==> config.mk <==
export PLATFORM = sky130hd
export DESIGN_NAME = load_use_detect
export DESIGN_NICKNAME = d
export VERILOG_FILES = /design/src/rtl/pipeline_hazard_ctrl_pkg.sv /design/src/rtl/pipeline_hazard_ctrl_load_use_detect.sv
export SDC_FILE = /design/constraint.sdc
export NUM_CORES = 1
export LEC_CHECK = 0
export ABC_AREA = 1
export CORE_AREA = 2 2 39 41
export DETAILED_ROUTE_END_ITERATION = 8
export DIE_AREA = 0 0 41 43
export DONT_BUFFER_PORTS = 1
export PLACE_DENSITY = 0.3
export SLEW_MARGIN = 30
export SYNTH_ARGS = -nofsm -noshare
export SYNTH_HDL_FRONTEND = slang
export SYNTH_SLANG_ARGS = --single-unit
==> constraint.sdc <==
create_clock -name vclk -period 0.8
set_input_delay 0.12 -clock vclk [all_inputs]
set_output_delay 0.12 -clock vclk [all_outputs]
set_load 0.05 [all_outputs]
==> src/rtl/pipeline_hazard_ctrl_pkg.sv <==
// Shared types for the LC-3b pipeline hazard controller: register index, FSM state and the
// bundle of per-stage load/flush controls with the canned control patterns.
package pipeline_hazard_ctrl_pkg;

    typedef logic [2:0] lc3b_reg;

    typedef enum logic [1:0] {
        RUN    = 2'd0,
        DSTALL = 2'd1,
        ISTALL = 2'd2,
        FLUSH  = 2'd3
    } lc3b_hazard_state;

    typedef struct packed {
        logic load_pc;
        logic load_if_id;
        logic load_id_ex;
        logic load_ex_mem;
        logic load_mem_wb;
        logic flush_if_id;
        logic flush_id_ex;
        logic flush_ex_mem;
    } lc3b_pipe_ctrl;

    // Control patterns, bit order matches lc3b_pipe_ctrl
    localparam lc3b_pipe_ctrl CTRL_RUN     = lc3b_pipe_ctrl'(8'b11111_000);
    localparam lc3b_pipe_ctrl CTRL_RESET   = lc3b_pipe_ctrl'(8'b00000_111);
    localparam lc3b_pipe_ctrl CTRL_FREEZE  = lc3b_pipe_ctrl'(8'b00000_000);
    localparam lc3b_pipe_ctrl CTRL_SQUASH  = lc3b_pipe_ctrl'(8'b11111_111);
    localparam lc3b_pipe_ctrl CTRL_BUBBLE  = lc3b_pipe_ctrl'(8'b00111_010);
    localparam lc3b_pipe_ctrl CTRL_DISCARD = lc3b_pipe_ctrl'(8'b00111_110);

endpackage

==> src/rtl/pipeline_hazard_ctrl_load_use_detect.sv <==
// Combinational load-use compare between the ID-stage sources and a load sitting in EX.
// R0 is an ordinary register here, so it takes part in the compare.
module load_use_detect
    import pipeline_hazard_ctrl_pkg::*;
(
    input  lc3b_reg id_src1_i,
    input  lc3b_reg id_src2_i,
    input  logic    id_use_src1_i,
    input  logic    id_use_src2_i,
    input  lc3b_reg ex_dest_i,
    input  logic    ex_mem_read_i,
    input  logic    ex_regwrite_i,
    output logic    hazard_o
);

    assign hazard_o = ex_mem_read_i & ex_regwrite_i &
                      ((id_use_src1_i & (id_src1_i == ex_dest_i)) |
                       (id_use_src2_i & (id_src2_i == ex_dest_i)));

endmodule

Word-level counts from Yosys, hierarchy flattened
Index checks and enable logic that the tools add are counted.
- input bits: 13
- memories kept: 0
- bits in writable memories: 0
- word-level logic and storage cells: 7
- flip-flop bits (word level): 0
- bits in read-only memories: 0
- latch bits: 0
- div/mod/pow operators: 0
- order comparisons: 0
- shift operators: 0
- $add $sub $neg: 0
- bitwise logic cells: 5
- multiply operators: 0
- muxes and demuxes: 0
- reductions and logical operators: 0
- equality and inequality tests: 2
- operators with widths (operator ; count):
    == test 3 bit ; 2
    bitwise AND 1 bit ; 4
    OR 1 bit ; 1

Depth between registers and ports, before layout
Gate-level depths: netlist (run 1).
- word-level depth: 4
- depth in mapped cells: 6
- depth with buffers taken out: 6

Worst setup path after synthesis (run 1)
OpenSTA, ideal clock, no wires.
- path kind: input-to-output
- start: input port ex_dest_i[1]
- end: output port hazard_o
- arrival time: 872 ps
- stages on the path: 6
- buffers on the path: 0
- slack: -192 ps
- required time: 680 ps
- cell sequence: inv_1 -> nand2_1 -> nand2_1 -> nor2_1 -> nand2_1 -> a21oi_2
- cells in the longest elaborated chain, start to end: 4
- RTL lines (item ; RTL line ; text):
    from (decl) ; pipeline_hazard_ctrl_load_use_detect.sv:10 ; input lc3b_reg ex_dest_i,
    == test 3 bit (on tied branches) ; pipeline_hazard_ctrl_load_use_detect.sv:17, pipeline_hazard_ctrl_load_use_detect.sv:18 ;
    bitwise AND 1 bit (on tied branches) ; pipeline_hazard_ctrl_load_use_detect.sv:17, pipeline_hazard_ctrl_load_use_detect.sv:18 ;
    OR 1 bit (*) ; pipeline_hazard_ctrl_load_use_detect.sv:17 ; ((id_use_src1_i & (id_src1_i == ex_dest_i)) |
    bitwise AND 1 bit (*) ; pipeline_hazard_ctrl_load_use_detect.sv:16 ; assign hazard_o = ex_mem_read_i & ex_regwrite_i &
    to (decl) ; pipeline_hazard_ctrl_load_use_detect.sv:13 ; output logic hazard_o
Mark *: on every way between the ends. The rest lies on a longest branch, timed or not.

Final worst setup path (run 1)
Ends and elaborated chain as after synthesis.

==> results of run 1 <==
## timing repair
action                     in CTS  in global routing
cloned                          0                  0
hold buffers                    0                  0
resized for setup               6                 10
setup endpoints to repair       1                  1
pin swaps                       5                  6
## metrics by stage
| stage | instances | setup slack (ps) | utilization [%] | hold slack [ps] |
|---|---|---|---|---|
| after global routing | 51 | -130 | 16.3 | 532 |
| after floorplan | 34 | -64.8 | - | 402 |
| final | 51 | -68.6 | 16.3 | 507 |
| after global placement | 51 | -103 | 13.9 | 505 |
| after detailed placement | 51 | -91.8 | 13.9 | 515 |
| after CTS | 51 | -57.3 | 14.8 | 515 |
## cells in the final DEF, fill, tap and decap left out, drive strengths merged
cell	instances
nand2	17
buf	1
nor2	8
a21oi	1
inv	8
## logic make-up after synthesis
logic type	count (synthesis)
buffers and inverters	8
AOI/OAI and AO/OA	1
and+or+nand+nor	25
## path summary, 6_finish.rpt
path / startpoint / depth (start not counted) / to
worst max-delay path: ex_dest_i[1] / 7 / hazard_o
worst min-delay path: ex_regwrite_i / 3 / hazard_o
## per-layer routing
metal	routed length [um]	part of all wire (%)	GRT usage, %	vias up
li1	-	-	-	99
met1	126	37	4.75	67
met2	176	52	7.50	8
met3	37	11	0.524	0
met4	0	0	0	0
met5	0	0	0	-
## report_power, final
| part | switching [mW] | internal, mW |
|---|---|---|
| Sequential | 0 | 0 |
| Clock | 0 | 0 |
| Combinational | 0.0404 | 0.0381 |
## area by class of cell
cell class,instances,share of cell area (%)
multi-input combinational,26,58.9
inverter,8,23.3
timing repair buffer,1,8.89
tap,16,8.89
## worst max-delay path: stages
cell	delay (ps)
inv_8	10
nand2_2	40
nand2_1	50
nor2_1	110
nand2_1	100
a21oi_4	170
buf_12	150
==> results.py, run 1 <==
metrics = {
    "global_route": {
        "grt_usage_pct": 4.00,
        "grt_pass1_vias": 143,
        "grt_max_degree": 5,
        "grt_pass1_wl_um": 517,
        "antenna_found_initial": 0,
        "overflow": 0,
    },
    "drt": {
        "viasPerCell": 3.41,
        "num_vias": 174,
        "drc_errors": 0,
        "routed_wirelength_um": 340,
        "drtIter0Drc": 1,
        "wire_per_inst_um": 6.67,
        "drtAntennaViolNets": 0,
        "first_pass_iters": 2,
    },
    "clocking": {
        "postCtsSetupBuffers": 0,
    },
    "worst_setup_path": {
        "startpoint_type": "primary input",
        "setup.worst_path.end_class": "output pin",
        "cp_max_fo": 3,
        "cp.arrival_ps": 750,
        "worstSetupPathType": "primary input to output pin",
        "required_ps": 680,
    },
    "synth": {
        "synth_top_area_share_pct": 46.4,
        "yosys-top-cells-area": "nand2_1 46%, inv_1 22%, nor2_1 16%",
        "syn_area_um2": 138,
        "avgSynthCellArea_um2": 4.05,
        "synth.most_common_cell": "nand2_1",
        "yosys_warnings": 0,
        "yosys.area_share.xor_xnor_pct": 0,
        "synthSimpleGateAreaFrac_pct": 71.8,
        "synth_top_cells_by_count": "17 x nand2_1, 8 x inv_1, 6 x nor2_1",
        "synth_compound_area_share_pct": 6.36,
        "synthAdderAreaFrac_pct": 0,
        "syn_inst": 34,
        "synth_top_family_by_area": "simple AND/OR/NAND/NOR gates",
        "muxShareOfSynthArea_pct": 0,
        "synth_area_leader_cell": "nand2_1",
        "postSynthNetCount": 47,
        "synth_cell_type_count": 5,
        "ys_seq_area_share_pct": 0,
    },
    "sta": {
        "slew_viol_final": 0,
        "fmax_mhz": 1150,
        "setup_tns_ps": -68.6,
        "rsz0062_at_grt": "true",
        "max_slew_margin_pct": 91.6,
        "setup_ws_ps": -68.6,
        "worstMarginPinSlew_ps": 125,
        "finalSetupViolations": 1,
        "fin_crit_ps": 869,
        "post-route-period-util_pct": 109,
        "hold_viol": 0,
    },
    "final_layout": {
        "n_antenna_cell": 0,
        "seq_area_um2": 0,
        "layout-drive-gt1-share_pct": 34.3,
        "syn2layout_area_growth_pct": 63.6,
        "fin_area_um2": 225,
        "clkbuf_count": 0,
        "seq_cells": 0,
        "nFillCells": 169,
        "nets": 50,
        "multi_input_area_um2": 133,
    },
    "status": {
        "violations": "negative setup slack",
        "run_status": "finished with violations",
    },
    "placement": {
        "routabilityCongestion": 0.644,
        "dpl_cell_area_um2": 193,
        "io_buffer_count": 0,
    },
    "die": {
        "die_h_um": 43,
        "coreArea_um2": 1380,
        "dieArea_um2": 1760,
        "rows": 14,
        "die_x_um": 41,
        "initial_core_util_pct": 9.95,
        "pin_count": 14,
    },
    "power": {
        "vdd_drop_max_mv": 0.0748,
        "p_leak_nw": 0.117,
        "total_power_uw": 78.5,
        "cellPowerDensity_nw_per_um2": 349,
    },
    "flow_run": {
        "maxCapViolCount": 0,
    },
    "worst_hold_path": {
        "hold_path.class": "primary input to output pin",
    },
}
Note: power is estimated with default switching activity, not from simulation.
==> run 2, diff against run 1 <==
ABC_CLOCK_PERIOD_IN_PS = 800   (was unset)
CAP_MARGIN = 10   (was unset)
TNS_END_PERCENT = 20   (was unset)
==> results of run 2 <==
No change in the layout: final DEF, timing and power equal those of run 1.
